$ cat src/rtl/uart_program_loader.sv
// Boot loader: 8N1 UART receiver feeding a little-endian word assembler and a
// header/data/done FSM that writes the image into program memory, then releases the core.
module uart_program_loader #(
  parameter int unsigned CLKS_PER_BIT     = 868,
  parameter int unsigned ADDRESS_BITWIDTH = 14
) (
  input  logic                        clk,
  input  logic                        reset_n,
  input  logic                        uart_rxd,
  output logic                        pm_wren,
  output logic [ADDRESS_BITWIDTH-1:0] pm_address,
  output logic [31:0]                 pm_write_data,
  output logic                        load_done,
  output logic                        cpu_reset_n,
  output logic                        frame_error
);

  localparam int unsigned CNT_W  = $clog2(CLKS_PER_BIT);
  localparam int unsigned WIDX_W = ADDRESS_BITWIDTH - 2;
  localparam logic [CNT_W-1:0] HALF_M1  = CNT_W'(CLKS_PER_BIT / 2 - 1);
  localparam logic [CNT_W-1:0] FULL_M1  = CNT_W'(CLKS_PER_BIT - 1);
  localparam logic [31:0]      CAPACITY = 32'(2 ** WIDX_W);

  typedef enum logic [2:0] {RX_IDLE, RX_START, RX_DATA, RX_STOP, RX_WAIT_HIGH} rx_state_e;
  typedef enum logic [1:0] {LD_HEADER, LD_DATA, LD_LAST, LD_DONE} ld_state_e;

  logic             r_rxd_meta, r_rxd_sync;
  rx_state_e        r_rx_state, w_rx_next;
  logic [CNT_W-1:0] r_clk_cnt;
  logic [2:0]       r_bit_cnt;
  logic [7:0]       r_shift;
  logic             r_byte_valid;
  logic             w_cnt_clear, w_sample_bit, w_byte_good, w_byte_bad;

  ld_state_e        r_ld_state, w_ld_next;
  logic [1:0]       r_byte_idx;
  logic [23:0]      r_word;
  logic [31:0]      r_word_count, r_word_idx;
  logic [31:0]      w_word;
  logic             w_ld_active, w_word_done, w_last, w_pm_write, w_ferr_set;

  // Two-flop synchronizer, preset to the idle level
  always_ff @(posedge clk or negedge reset_n) begin
    if (!reset_n) begin
      r_rxd_meta <= 1'b1;
      r_rxd_sync <= 1'b1;
    end else begin
      r_rxd_meta <= uart_rxd;
      r_rxd_sync <= r_rxd_meta;
    end
  end

  always_ff @(posedge clk or negedge reset_n) begin
    if (!reset_n) r_rx_state <= RX_IDLE;
    else          r_rx_state <= w_rx_next;
  end

  always_comb begin
    w_rx_next = r_rx_state;
    case (r_rx_state)
      RX_IDLE:      if (!r_rxd_sync) w_rx_next = RX_START;
      RX_START:     if (r_clk_cnt == HALF_M1) w_rx_next = r_rxd_sync ? RX_IDLE : RX_DATA;
      RX_DATA:      if (r_clk_cnt == FULL_M1 && r_bit_cnt == 3'd7) w_rx_next = RX_STOP;
      RX_STOP:      if (r_clk_cnt == FULL_M1) w_rx_next = r_rxd_sync ? RX_IDLE : RX_WAIT_HIGH;
      RX_WAIT_HIGH: if (r_rxd_sync) w_rx_next = RX_IDLE;
      default:      w_rx_next = RX_IDLE;
    endcase
  end

  always_comb begin
    w_sample_bit = 1'b0;
    w_byte_good  = 1'b0;
    w_byte_bad   = 1'b0;
    if (r_rx_state == RX_DATA && r_clk_cnt == FULL_M1) w_sample_bit = 1'b1;
    if (r_rx_state == RX_STOP && r_clk_cnt == FULL_M1) begin
      w_byte_good = r_rxd_sync;
      w_byte_bad  = !r_rxd_sync;
    end
    w_cnt_clear = (w_rx_next != r_rx_state) || w_sample_bit;
  end

  // Bit timing counter, bit counter and LSB-first shift register
  always_ff @(posedge clk or negedge reset_n) begin
    if (!reset_n) begin
      r_clk_cnt    <= '0;
      r_bit_cnt    <= '0;
      r_shift      <= '0;
      r_byte_valid <= 1'b0;
    end else begin
      r_clk_cnt    <= w_cnt_clear ? '0 : r_clk_cnt + CNT_W'(1);
      r_byte_valid <= w_byte_good;
      if (r_rx_state == RX_START) r_bit_cnt <= '0;
      else if (w_sample_bit)      r_bit_cnt <= r_bit_cnt + 3'd1;
      if (w_sample_bit) r_shift <= {r_rxd_sync, r_shift[7:1]};
    end
  end

  assign w_ld_active = r_byte_valid && (r_ld_state == LD_HEADER || r_ld_state == LD_DATA);
  assign w_word_done = w_ld_active && (r_byte_idx == 2'd3);
  assign w_word      = {r_shift, r_word};
  assign w_last      = (r_word_idx + 32'd1) == r_word_count;

  always_ff @(posedge clk or negedge reset_n) begin
    if (!reset_n) r_ld_state <= LD_HEADER;
    else          r_ld_state <= w_ld_next;
  end

  always_comb begin
    w_ld_next = r_ld_state;
    case (r_ld_state)
      LD_HEADER: if (w_word_done) w_ld_next = (w_word == 32'd0) ? LD_DONE : LD_DATA;
      LD_DATA:   if (w_word_done && w_last) w_ld_next = LD_LAST;
      LD_LAST:   w_ld_next = LD_DONE;
      default:   w_ld_next = LD_DONE;
    endcase
  end

  always_comb begin
    w_pm_write = (r_ld_state == LD_DATA) && w_word_done && (r_word_idx < CAPACITY);
    w_ferr_set = w_byte_bad && (r_ld_state == LD_HEADER || r_ld_state == LD_DATA);
  end

  // Word assembly, counters and registered memory/handshake outputs
  always_ff @(posedge clk or negedge reset_n) begin
    if (!reset_n) begin
      r_byte_idx    <= '0;
      r_word        <= '0;
      r_word_count  <= '0;
      r_word_idx    <= '0;
      pm_wren       <= 1'b0;
      pm_address    <= '0;
      pm_write_data <= '0;
      load_done     <= 1'b0;
      cpu_reset_n   <= 1'b0;
      frame_error   <= 1'b0;
    end else begin
      if (w_ld_active) begin
        r_byte_idx <= r_byte_idx + 2'd1;
        case (r_byte_idx)
          2'd0:    r_word[7:0]   <= r_shift;
          2'd1:    r_word[15:8]  <= r_shift;
          2'd2:    r_word[23:16] <= r_shift;
          default: ;
        endcase
      end
      if (r_ld_state == LD_HEADER && w_word_done) begin
        r_word_count <= w_word;
        r_word_idx   <= '0;
      end
      if (r_ld_state == LD_DATA && w_word_done) r_word_idx <= r_word_idx + 32'd1;
      pm_wren <= w_pm_write;
      if (w_pm_write) begin
        pm_address    <= {r_word_idx[WIDX_W-1:0], 2'b00};
        pm_write_data <= w_word;
      end
      load_done   <= (w_ld_next == LD_DONE);
      cpu_reset_n <= (w_ld_next == LD_DONE);
      frame_error <= frame_error | w_ferr_set;
    end
  end

endmodule

$ cat config.mk
export PLATFORM = sky130hd
export DESIGN_NAME = uart_program_loader
export DESIGN_NICKNAME = d
export VERILOG_FILES = /design/src/rtl/uart_program_loader.sv
export SDC_FILE = /design/constraint.sdc
export NUM_CORES = 1
export LEC_CHECK = 0
export BUFFER_PORTS_ARGS = -buffer_cell sky130_fd_sc_hd__buf_2
export CORE_MARGIN = 1.5
export CORE_UTILIZATION = 40
export CTS_CLUSTER_DIAMETER = 40
export DETAILED_ROUTE_END_ITERATION = 6
export GPL_ROUTABILITY_DRIVEN = 0
export PLACE_DENSITY = 0.55
export SLEW_MARGIN = 0
export SYNTH_ARGS = -nofsm -noshare
export SYNTH_HDL_FRONTEND = slang
export SYNTH_SLANG_ARGS = --single-unit
$ cat constraint.sdc
create_clock -name clk -period 2.9 [get_ports clk]
set_clock_uncertainty 0.1 [all_clocks]
set_input_delay 0.29 -clock clk [delete_from_list [all_inputs] [get_ports clk]]
set_output_delay 0.29 -clock clk [all_outputs]
set_load 0.005 [all_outputs]
Word-level counts from Yosys, hierarchy flattened
Cells that the tools add are included.
{ "word_totals": {"regBits": 166, "inputBits": 3, "out_inout_bits": 50, "elab_cells": 81} }
{ "classes": {"addsub": 4, "magnitude_cmp": 1, "n_eq_ne": 14, "n_mux": 20, "n_bitwise": 1, "reduce_logical": 22} }
{ "ops": {"columns": ["cell", "count"], "rows": [
  ["32-bit 2-to-1 mux", 2],
  ["32-bit by 1-bit adder with 32-bit output, second input constant", 1],
  ["32-bit equality test", 1],
  ["32-bit zero test", 1],
  ["32-bit by 13-bit less-than comparator with 1-bit output, second input constant", 1],
  ["3-bit 2-to-1 mux", 8],
  ["3-bit one-hot mux with 5 select lines", 1],
  ["10-bit by 1-bit adder with 10-bit output, second input constant", 1],
  ["10-bit equality test, second input constant", 1],
  ["10-bit by 9-bit equality test with 1-bit output, second input constant", 1],
  ["1-bit logical AND", 10],
  ["10-bit 2-to-1 mux", 1],
  ["2-bit 2-to-1 mux", 4],
  ["2-bit equality test, second input constant", 3],
  ["3-bit by 2-bit equality test with 1-bit output, second input constant", 2],
  ["3-bit equality test, second input constant", 2],
  ["2-bit AND reduction", 3],
  ["2-bit by 1-bit equality test with 1-bit output, second input constant", 2],
  ["2-bit zero test", 2],
  ["2-bit one-hot mux with 2 select lines", 1],
  ["2-bit nonzero test", 2],
  ["3-bit by 1-bit adder with 3-bit output, second input constant", 1],
  ["3-bit by 1-bit equality test with 1-bit output, second input constant", 1],
  ["3-bit zero test", 1],
  ["6 further kinds", 9]
]} }

Longest topological paths before layout
Gate-level depths: netlist of run 1.
{ "logic_depth": {"depth_word": 8, "depth_mapped": 9, "mapped_depth_nobuf": 9} }

Worst setup path before layout of run 1
Ideal clock, no wire load.
{ "synth_path": {"path_kind": "reg2reg", "from": "register r_word_idx[0]", "to": "register r_ld_state[0]", "setup_time_ps": 135, "t_arrival_ps": 2416, "required_time_ps": 2665, "setup_slack_ps": 249, "stages_incl_launch_ff": 10, "path_buffers": 1, "period_less_slack_ps": 2651, "cell_sequence": "dfrtp_1 ha_1 nand3_4 or3_1 buf_6 nor2_8 xnor2_1 or4_4 nor4_4 a31oi_1"} }
{ "synth_between": {"elab_chain_cells": 5} }
{ "synth_rtl": {"columns": ["element", "line_no", "source"], "rows": [
  ["start, declared", "38", "logic [31:0] r_word_count, r_word_idx;"],
  ["start signal, assigned", "150", "if (r_ld_state == LD_DATA && w_word_done) r_word_idx <= r_word_idx + 32'd1;"],
  ["32-bit by 1-bit adder with 32-bit output", "101", "assign w_last = (r_word_idx + 32'd1) == r_word_count;"],
  ["32-bit equality test", "101", null],
  ["1-bit logical AND", "112", "LD_DATA: if (w_word_done && w_last) w_ld_next = LD_LAST;"],
  ["2-bit 2-to-1 mux", "112", null],
  ["2-bit one-hot mux with 2 select lines", "110", "case (r_ld_state)"],
  ["net w_ld_next[0]", "35", "ld_state_e r_ld_state, w_ld_next;"],
  ["end signal, assigned", "105", "else r_ld_state <= w_ld_next;"],
  ["end, declared", "35", null]
]} }
The timed path passes the listed nets, and every way through them passes these cells.
A chain may end at the register's enable or synchronous reset.

Worst setup path after layout of run 1
{ "layout_path": {"from": "register r_word_idx[1]", "to": "register r_ld_state[0]"} }
The elaborated chain is that of the path after synthesis.

==> results of run 1 <==
cell type report:
type	count	area (µm²)	area share, %
clock buffers	17	425	4.53
clock inverters	15	185	1.97
inverters	9	33.8	0.360
multi-input cells	505	3780	40.2
flip-flops and latches	166	4160	44.2
well taps	270	338	3.60
repair buffers	72	477	5.07
final timing paths:
path / startpoint / endpoint / slack [ns]
worst max-delay path: r_word_idx[1] / r_ld_state[0] / 0.18
worst min-delay path: reset_n / r_word_idx[26] / 0.23
worst max register to register: r_word_idx[1] / r_ld_state[0] / 0.18
worst min register to register: r_rxd_meta / r_rxd_sync / 0.26
max in group asynchronous: reset_n / r_rxd_meta / 1.72
min in group clk: r_rxd_meta / r_rxd_sync / 0.26
synthesized netlist by cell type (all sizes together), types with 3 or more instances:
| master | n |
|---|---|
| buf | 22 |
| mux2i | 14 |
| nand2 | 57 |
| nor2 | 46 |
| and4 | 4 |
| inv | 9 |
| nand4 | 18 |
| a31oi | 3 |
| dfrtp | 164 |
| nor4 | 19 |
| nor3 | 23 |
| and3 | 7 |
| or4 | 3 |
| xnor2 | 34 |
| ha | 9 |
| or3 | 4 |
| a22o | 9 |
| o21ai | 38 |
| nor3b | 5 |
| mux2 | 108 |
| a21o | 8 |
| nand3 | 19 |
| xor2 | 23 |
| a21oi | 20 |
| clkbuf | 26 |
report_power, final:
group          internal [mW]  total [mW]  leakage, nW  switching (mW)
Sequential              2.32        2.32         2.30         0.00200
Clock                   1.31        2.34        0.299            1.04
Combinational        0.00942      0.0558         2.00          0.0464
Total                   3.63        4.72         4.60            1.08
state kept, by name, summed over array words and instances, names as in the netlist, 2 cells and up:
signal,count
r_byte_idx,2
pm_address,12
pm_write_data,32
r_word_idx,32
r_ld_state,2
r_clk_cnt,10
r_word,24
r_rx_state,3
r_shift,8
r_word_count,32
r_bit_cnt,3
layer usage:
layer	up-vias	part of all wire [%]	global-route usage (%)
met3	24	2.9	3.25
met1	2855	49	26.3
met2	100	47	29.4
li1	2691	-	-
met4	0	1.8	6.46
met5	-	0	0
what timing repair did:
| action | in CTS | in global routing |
|---|---|---|
| hold buffers | 2 | 0 |
| hold endpoints to repair | 36 | 0 |
| endpoints found under the setup margin | 0 | 0 |
cells by family after synthesis:
group / synth area share (%)
compound gates: 7.44
xor+xnor: 6.07
fa+ha+maj: 1.37
buf+inv: 3.67
flops: 50.6
mux: 16.5
other cells: 0.0456
simple gates: 14.4
placed cells by master (no fill, tap or decap), types with 6 or more instances in the layout:
| cell | n |
|---|---|
| sky130_fd_sc_hd__and3_1 | 6 |
| sky130_fd_sc_hd__nand2_1 | 57 |
| sky130_fd_sc_hd__a21oi_1 | 20 |
| sky130_fd_sc_hd__inv_6 | 6 |
| sky130_fd_sc_hd__nor3_1 | 22 |
| sky130_fd_sc_hd__buf_4 | 16 |
| sky130_fd_sc_hd__a22o_1 | 9 |
| sky130_fd_sc_hd__mux2_2 | 105 |
| sky130_fd_sc_hd__inv_1 | 9 |
| sky130_fd_sc_hd__a21o_1 | 7 |
| sky130_fd_sc_hd__nor2_1 | 44 |
| sky130_fd_sc_hd__xnor2_1 | 34 |
| sky130_fd_sc_hd__o21ai_0 | 38 |
| sky130_fd_sc_hd__xor2_1 | 23 |
| sky130_fd_sc_hd__nand4_1 | 16 |
| sky130_fd_sc_hd__dfrtp_1 | 164 |
| sky130_fd_sc_hd__clkbuf_16 | 17 |
| sky130_fd_sc_hd__buf_2 | 49 |
| sky130_fd_sc_hd__ha_1 | 9 |
| sky130_fd_sc_hd__nand3_1 | 18 |
| sky130_fd_sc_hd__mux2i_1 | 14 |
| sky130_fd_sc_hd__nor4_1 | 16 |
stage by stage:
step                      setup slack, ns  area (µm²)  utilization [%]
final                               0.175        9390             46.6
after global routing              0.00180        9390             46.6
after CTS                           0.189        9390             46.6
after detailed placement            0.214        8760             43.4
after global placement              0.282        8760             43.4
after floorplan                     0.249        8230                -
==> flow_summary.rst, run 1 <==
.. list-table::
   :header-rows: 1

   * - Metric
     - Value
   * - Full die area
     - 21400 µm²
   * - Post-detailed-route DRC marker count
     - 0
   * - Max-cap violations
     - 0
   * - Sink count of the clock tree
     - 166
   * - Post-synthesis cell type with the largest combined area
     - sky130_fd_sc_hd__dfrtp_1
   * - Total power divided by cell area
     - 502 nW/µm²
   * - Initial antenna violation count
     - 0
   * - Clock latency on the worst-skew pair
     - 0.44 ns
   * - Mean area per synthesized cell
     - 11.3 µm²
   * - Average wire length per cell after detail routing
     - 18.0 µm
   * - Initial cell density of the core
     - 40.8%
   * - Standby leakage power
     - 4.60 nW
   * - Endpoint type of the worst setup path
     - register
   * - #FFs+latches synth
     - 166
   * - Peak ir drop on the vdd network
     - 354 µV
   * - Crit Path Max Fanout
     - 6
   * - Global-route wire length before repair
     - 31500 µm
   * - Class of the most critical setup path
     - reg -> reg
   * - Startpoint types
     - register
   * - Highest clock rate
     - 367 MHz
   * - Final hold viol count
     - 0
   * - Tightest Pin Transition
     - 0.652 ns
   * - Number of global-route vias before repair
     - 5722
   * - Bufs on Longest Clock Path
     - 2
   * - RSZ-0062 raised after global routing
     - false
   * - Proportion of layout cells with a drive suffix above 1
     - 28.4%
   * - Clock-pin slew on the worst setup and hold paths
     - 0.07 ns
   * - Number of top-level pins
     - 53
   * - Async S/R FF share, synth
     - 100%
   * - Number of cells in the design after placement
     - 1020
   * - Via total after detailed routing
     - 5670
   * - # diodes
     - 0
   * - Largest net degree at the start of global routing
     - 80
   * - Level count of the clock H-tree
     - 4
   * - Final setup violating endpoints
     - 0
   * - Number of enable flip-flop cells after synthesis
     - 0
   * - Arrival time of the worst setup path
     - 2.93 ns
   * - CTS tree
     - done
   * - YS warnings
     - 0
   * - Min cycle time layout
     - 2.72 ns
   * - WL final
     - 19000 µm
   * - Row count
     - 52
   * - Input/output buffers
     - 50
   * - Post-DP HPWL
     - 13300 µm
   * - Grt total ovfl
     - 0
   * - Sequential share of the synthesized area
     - 50.6%
   * - Hold Worst Slack
     - 0.232 ns
   * - Cell with the largest stage delay on the worst path
     - sky130_fd_sc_hd__or4_4
   * - Growth of design area from synthesis to finish
     - 14.3%
   * - Number of inserted filler cells in the final layout
     - 1873
   * - Die boundary height
     - 146 µm
   * - Post-CTS Repair Setup Buffers
     - 0
   * - Setup total negative slack
     - 0 ns
   * - Post-route clock period utilization
     - 93.9%
   * - CP max stage delay
     - 0.53 ns
   * - Cell at the root of the clock tree
     - sky130_fd_sc_hd__clkbuf_16
   * - Worst reg2reg path depth
     - 8
   * - Family with the most delay on the worst path
     - simple AND/OR/NAND/NOR gates
   * - Buf+Inv Stages, Crit Path
     - 0
   * - Cells resized by post-CTS repair
     - 0
   * - CP cell instances
     - ha_1 > nand3_4 > or3_1 > nor2_8 > xnor2_1 > or4_4 > nor4_4 > a31oi_1
   * - Max-slew headroom
     - 56.5%
   * - Detailed Routing Iterations Pass 1
     - 5
   * - Distinct cell type count after synthesis
     - 67
   * - Fin nets
     - 783
   * - Post-DR vias/cell
     - 5.38
   * - Gate Count Post-Synth
     - 727
   * - Ranking of synthesized cells by area
     - sky130_fd_sc_hd__dfrtp_1 (50%), sky130_fd_sc_hd__mux2_2 (14%), sky130_fd_sc_hd__xnor2_1 (3.6%)
   * - Synth top area share
     - 49.9%
   * - Overall routing resource usage
     - 18.8%
   * - Run status
     - complete, no violations
   * - Final Max Slew Viols
     - 0
   * - Synth Flop Type
     - sky130_fd_sc_hd__dfrtp_1
   * - Netlist area before placement
     - 8220 µm²
   * - Cell Count, Final, Fillers Out
     - 1054
   * - Type of the tightest min-delay check
     - in -> async
   * - Logic depth of the worst setup path including buffers
     - 8
   * - Area of the core region
     - 20200 µm²
   * - Design Power
     - 4.72 mW
   * - DR iter-0 viols
     - 370
   * - Number of buffers added by the clock tree synthesis step
     - 17
   * - Routed Antenna Nets
     - 0
   * - Required time at the endpoint of the critical path
     - 3.10 ns
   * - Die Wd
     - 146 µm
(Power assumes the default switching activity.)
==> run 2: changes to the inputs <==
CORE_MARGIN = not set   (was 1.5)
==> run 2 against run 1 <==
  * Clock power decreased by 9.0%
  * Worst setup slack improved by 0.058 ns
  * Power decreased by 4.4%
  * First-iteration DRC count increased by 6.2%
  * Final area decreased by 0.65%
  * Flip-flop and latch count unchanged
  * Sequential share of layout area increased by 0.29 points
  * Fmax increased by 2.2%
  * Via count increased by 1.7%
  * Worst hold slack improved by 0.032 ns
  * Register-to-register slack improved by 0.06 ns
  * Critical path type unchanged
  * Largest power group is now sequential cells
  * Highest routed layer unchanged
==> flow_summary.rst, run 2 (synthesis gave the netlist of run 1 again) <==
.. list-table::
   :header-rows: 1

   * - Metric
     - Value
   * - Highest clock rate
     - 375 MHz
   * - Max-cap violations
     - 0
   * - Arrival time of the worst setup path
     - 2.94 ns
   * - CTS tree
     - done
   * - Endpoint type of the worst setup path
     - register
   * - Final hold viol count
     - 0
   * - Number of global-route vias before repair
     - 5701
   * - Run status
     - complete, no violations
   * - Initial antenna violation count
     - 0
   * - Type of the tightest min-delay check
     - reg -> reg
   * - Initial cell density of the core
     - 40.8%
   * - Via total after detailed routing
     - 5769
   * - Summed area of non-filler cells in the final layout
     - 9330 µm²
   * - Largest registers
     - pm_write_data (32), r_word_count (32), r_word_idx (32)
   * - # diodes
     - 0
   * - Post-CTS Repair Setup Buffers
     - 0
   * - Number of inserted filler cells in the final layout
     - 1900
   * - Crit Path Max Fanout
     - 6
   * - Proportion of layout cells with a drive suffix above 1
     - 28.8%
   * - Die Wd
     - 145 µm
   * - Routed Antenna Nets
     - 0
   * - Overall routing resource usage
     - 19.0%
   * - End-of-flow core utilization
     - 46.3%
   * - Peak ir drop on the vdd network
     - 380 µV
   * - Grt total ovfl
     - 0
   * - Level count of the clock H-tree
     - 4
   * - Max-slew headroom
     - 52.8%
   * - Row count
     - 52
   * - RSZ-0062 raised after global routing
     - false
   * - Final Max Slew Viols
     - 0
   * - Post-DP HPWL
     - 13600 µm
   * - Input/output buffers
     - 50
   * - DR iter-0 viols
     - 393
   * - Post-detailed-route DRC marker count
     - 0
   * - Post-route clock period utilization
     - 92.0%
   * - Min cycle time layout
     - 2.67 ns
   * - Global-route wire length before repair
     - 31600 µm
   * - Startpoint types
     - register
   * - Cell at the root of the clock tree
     - sky130_fd_sc_hd__clkbuf_16
   * - Family with the most delay on the worst path
     - simple AND/OR/NAND/NOR gates
   * - WL final
     - 19000 µm
   * - Cell with the largest stage delay on the worst path
     - sky130_fd_sc_hd__dfrtp_1
   * - Design Power
     - 4.51 mW
   * - Required time at the endpoint of the critical path
     - 3.17 ns
   * - Full die area
     - 21100 µm²
   * - CP max stage delay
     - 0.44 ns
   * - Placed inst area
     - 8760 µm²
   * - Detailed Routing Iterations Pass 1
     - 5
   * - Die boundary height
     - 145 µm
   * - Growth of design area from synthesis to finish
     - 13.5%
   * - Most common library cell in the layout ignoring fill and taps
     - sky130_fd_sc_hd__dfrtp_1
   * - Buf+Inv Stages, Crit Path
     - 1
   * - CP cell instances
     - ha_2 > nand4_1 > nor4_1 > buf_4 > nand4_1 > mux2i_1 > o211ai_1 > nor4_1 > a21o_1
   * - Tightest Pin Transition
     - 0.708 ns
   * - Standby leakage power
     - 4.57 nW
   * - Total power divided by cell area
     - 483 nW/µm²
   * - Sink count of the clock tree
     - 166
   * - Number of top-level pins
     - 53
   * - Number of buffers added by the clock tree synthesis step
     - 17
   * - Hold Worst Slack
     - 0.263 ns
   * - Bufs on Longest Clock Path
     - 2
   * - Post-DR vias/cell
     - 5.46
   * - Clock latency on the worst-skew pair
     - 0.42 ns
   * - Final setup violating endpoints
     - 0
   * - Setup total negative slack
     - 0 ns
   * - Area of the core region
     - 20200 µm²
   * - Clock-pin slew on the worst setup and hold paths
     - 0.07 ns
   * - Fin nets
     - 787
   * - Leading cell types in the layout, fill and taps excluded
     - sky130_fd_sc_hd__dfrtp_1 (164), sky130_fd_sc_hd__mux2_2 (105), sky130_fd_sc_hd__nand2_1 (57)
   * - Largest net degree at the start of global routing
     - 56
   * - Class of the most critical setup path
     - reg -> reg
   * - Average wire length per cell after detail routing
     - 18.0 µm
==> run 2: final timing paths <==
kind                       cells after the start             to  slack [ns]          start
setup / recovery                               9  r_ld_state[1]        0.23  r_word_idx[1]
hold / removal                                 0     r_rxd_sync        0.26     r_rxd_meta
setup reg to reg                               9  r_ld_state[1]        0.23  r_word_idx[1]
hold reg to reg                                0     r_rxd_sync        0.26     r_rxd_meta
max in group asynchronous                      3  r_word_idx[0]        1.58        reset_n
min in group asynchronous                      2  r_ld_state[0]        0.29        reset_n
==> run 2: repair_timing <==
action	in CTS	in global routing
resized for setup	0	1
endpoints found under the hold margin	51	0
setup endpoints to repair	0	2
hold buffers	2	0
==> run 2: per-stage QoR <==
| step | setup slack (ns) | std cells |
|---|---|---|
| floorplan | 0.249 | 728 |
| detailed placement | 0.169 | 1024 |
| CTS | 0.150 | 1057 |
| global route | 0.00933 | 1057 |
| global placement | 0.266 | 1024 |
| finish | 0.233 | 1057 |
==> run 2: layout make-up <==
type                       count  area [µm²]  area share [%]
sequential                   166        4160            44.5
multi-input combinational    505        3780            40.5
timing repair buffer          76         469            5.03
clock buffer                  18         439            4.71
tap                          270         338            3.62
clock inverter                13         115            1.23
inverter                       9        33.8           0.362
==> run 2: power breakdown <==
part | switching [mW] | leakage [nW] | total (mW) | internal (mW)
Combinational | 0.0466 | 2.00 | 0.0548 | 0.00823
Sequential | 0.00157 | 2.30 | 2.32 | 2.32
Clock | 0.994 | 0.266 | 2.13 | 1.14
Total | 1.04 | 4.57 | 4.51 | 3.47
==> run 2: metal layers <==
| metal | part of all wire (%) | global-route usage [%] | vias to the layer above | wire length [µm] |
|---|---|---|---|---|
| li1 | - | - | 2709 | - |
| met1 | 50 | 27.0 | 2930 | 9510 |
| met2 | 46 | 30.1 | 112 | 8760 |
| met3 | 2.6 | 2.79 | 18 | 493 |
| met4 | 1.4 | 5.89 | 0 | 272 |
| met5 | 0 | 0 | - | 0 |
==> run 3: changes to the inputs <==
CORE_ASPECT_RATIO = 0.9   (was not set)
==> run 3 against run 2 <==
  * Worst setup slack got worse by 0.055 ns
  * Wire length grew 1.7%
  * Highest routed layer unchanged
  * Clock power up 14%
==> flow_summary.rst, run 3 (synthesis gave the netlist of run 1 again) <==
.. list-table::
   :header-rows: 1

   * - Metric
     - Value
   * - Number of global-route vias before repair
     - 5763
   * - Max-cap violations
     - 0
   * - Post-CTS Repair Setup Buffers
     - 0
   * - Die Wd
     - 153 µm
   * - Run status
     - complete, no violations
   * - Startpoint types
     - register
   * - Standby leakage power
     - 4.62 nW
   * - Worst R2R End
     - r_ld_state[0]
   * - Initial cell density of the core
     - 41.0%
   * - Leading cell types in the layout, fill and taps excluded
     - sky130_fd_sc_hd__dfrtp_1 (164), sky130_fd_sc_hd__mux2_2 (105), sky130_fd_sc_hd__nand2_1 (57)
   * - Setup total negative slack
     - 0 ns
   * - Largest registers
     - pm_write_data (32), r_word_count (32), r_word_idx (32)
   * - Bufs on Longest Clock Path
     - 2
   * - Grt total ovfl
     - 0
   * - Proportion of layout cells with a drive suffix above 1
     - 29.1%
   * - Max-slew headroom
     - 55.2%
   * - Crit Path Max Fanout
     - 9
   * - Peak ir drop on the vdd network
     - 356 µV
   * - Number of top-level pins
     - 53
   * - Global-route wire length before repair
     - 32500 µm
   * - Clock latency on the worst-skew pair
     - 0.44 ns
   * - Post-DP HPWL
     - 13800 µm
   * - WL final
     - 19400 µm
   * - Via total after detailed routing
     - 5790
   * - Row count
     - 49
   * - Min cycle time layout
     - 2.72 ns
   * - Post-route clock period utilization
     - 93.9%
   * - Tightest Pin Transition
     - 0.671 ns
   * - Detailed Routing Iterations Pass 1
     - 4
   * - Final setup violating endpoints
     - 0
   * - R2r startpoint
     - r_word_idx[1]
   * - Area occupied by multi-input gates
     - 3780 µm²
   * - Post-detailed-route DRC marker count
     - 0
   * - Sink count of the clock tree
     - 166
   * - Post-DR vias/cell
     - 5.54
   * - Clock-pin slew on the worst setup and hold paths
     - 0.07 ns
   * - Full die area
     - 21100 µm²
   * - Overall routing resource usage
     - 19.7%
   * - Class of the most critical setup path
     - reg -> reg
   * - Average wire length per cell after detail routing
     - 18.5 µm
   * - Required time at the endpoint of the critical path
     - 3.10 ns
   * - Final hold viol count
     - 0
   * - Critical path origin
     - r_word_idx[1]
   * - Seq. cell area
     - 4160 µm²
   * - Fin nets
     - 789
   * - Final WS setup
     - 0.178 ns
   * - CTS tree
     - done
   * - Number of inserted filler cells in the final layout
     - 1760
   * - Input/output buffers
     - 50
   * - Endpoint type of the worst setup path
     - register
   * - RSZ-0062 raised after global routing
     - false
   * - Final Max Slew Viols
     - 0
   * - Routed Antenna Nets
     - 0
   * - Growth of design area from synthesis to finish
     - 14.6%
   * - Total power divided by cell area
     - 508 nW/µm²
   * - Initial antenna violation count
     - 0
   * - Worst slack at placement
     - 0.126 ns
   * - Area of the core region
     - 20000 µm²
   * - Type of the tightest min-delay check
     - reg -> reg
   * - Setup slack, reg-to-reg
     - 0.18 ns
   * - Die boundary height
     - 138 µm
   * - Largest net degree at the start of global routing
     - 69
   * - Cell at the root of the clock tree
     - sky130_fd_sc_hd__clkbuf_16
   * - Most common library cell in the layout ignoring fill and taps
     - sky130_fd_sc_hd__dfrtp_1
   * - End-of-flow core utilization
     - 47.0%
   * - Worst reg2reg path depth
     - 8
   * - Number of buffers added by the clock tree synthesis step
     - 17
   * - # diodes
     - 0
   * - Level count of the clock H-tree
     - 4
   * - Capturing element of the worst setup path
     - r_ld_state[0]
   * - Highest clock rate
     - 367 MHz
   * - Arrival time of the worst setup path
     - 2.92 ns
   * - DR iter-0 viols
     - 423
[run 3: cell count changes in the layout (fill, tap and decap cells not counted)]
cell | previous run | this run
sky130_fd_sc_hd__bufinv_16 | 0 | 3
sky130_fd_sc_hd__clkinv_2 | 2 | 0
sky130_fd_sc_hd__inv_8 | 2 | 4
sky130_fd_sc_hd__buf_12 | 1 | 2
sky130_fd_sc_hd__buf_4 | 23 | 24
sky130_fd_sc_hd__clkbuf_8 | 1 | 0
sky130_fd_sc_hd__clkinv_4 | 1 | 2
sky130_fd_sc_hd__clkinvlp_4 | 3 | 2
sky130_fd_sc_hd__inv_6 | 4 | 3
[run 3: final cells by class]
cell class,count,share of cell area (%)
well taps,255,3.39
inverters,9,0.359
flip-flops and latches,166,44.1
clock buffers,17,4.51
clock inverters,15,2.23
multi-input cells,505,40.1
repair buffers,78,5.27
[run 3: worst max-delay path, stage by stage, from the launching register on]
cell and delay, ns:
sky130_fd_sc_hd__dfrtp_1 0.42, sky130_fd_sc_hd__ha_2 0.29, sky130_fd_sc_hd__nand3_4 0.14, sky130_fd_sc_hd__or3_1 0.51, sky130_fd_sc_hd__nor2_8 0.14, sky130_fd_sc_hd__xnor2_1 0.07
sky130_fd_sc_hd__or4_4 0.53, sky130_fd_sc_hd__nor4_4 0.28, sky130_fd_sc_hd__a31oi_1 0.10
[run 3: how the worst min path moves through the flow]
| stage | from | end | slack (ns) | depth (start not counted) |
|---|---|---|---|---|
| after global routing | r_rxd_meta | r_rxd_sync | 0.27 | 0 |
| after detailed placement | reset_n | r_word_idx[21] | 0.25 | 1 |
| after floorplan | reset_n | cpu_reset_n | -0.11 | 0 |
| after global placement | reset_n | r_word_idx[17] | 0.24 | 1 |
| after CTS | r_rxd_meta | r_rxd_sync | 0.26 | 0 |
| final | r_rxd_meta | r_rxd_sync | 0.26 | 0 |
[run 3: through the flow]
stage | cells | instance area (µm²) | total power, mW | hold slack [ns]
CTS | 1045 | 9420 | 4.86 | 0.264
floorplan | 728 | 8230 | 2.37 | -0.106
global placement | 1011 | 8760 | 2.42 | 0.239
finish | 1045 | 9420 | 4.79 | 0.261
detailed placement | 1011 | 8760 | 2.42 | 0.247
global route | 1045 | 9420 | 4.96 | 0.269
[run 3: where the power goes]
part | total (mW) | internal, mW | leakage (nW) | switching (mW)
Clock | 2.42 | 1.40 | 0.305 | 1.02
Combinational | 0.0560 | 0.00921 | 2.02 | 0.0468
Sequential | 2.32 | 2.32 | 2.30 | 0.00150
[run 3: per-layer routing]
metal | global-route usage (%) | wire [µm]
met5 | 0 | 0
met4 | 7.02 | 309
met3 | 3.92 | 913
met2 | 29.1 | 8650
met1 | 28.7 | 9490
[run 3: what timing repair did]
| item | 4_1_cts | 5_1_grt |
|---|---|---|
| hold buffers | 2 | 0 |
| resized for setup | 0 | 1 |
| setup endpoints to repair | 0 | 2 |
| endpoints found under the hold margin | 65 | 0 |
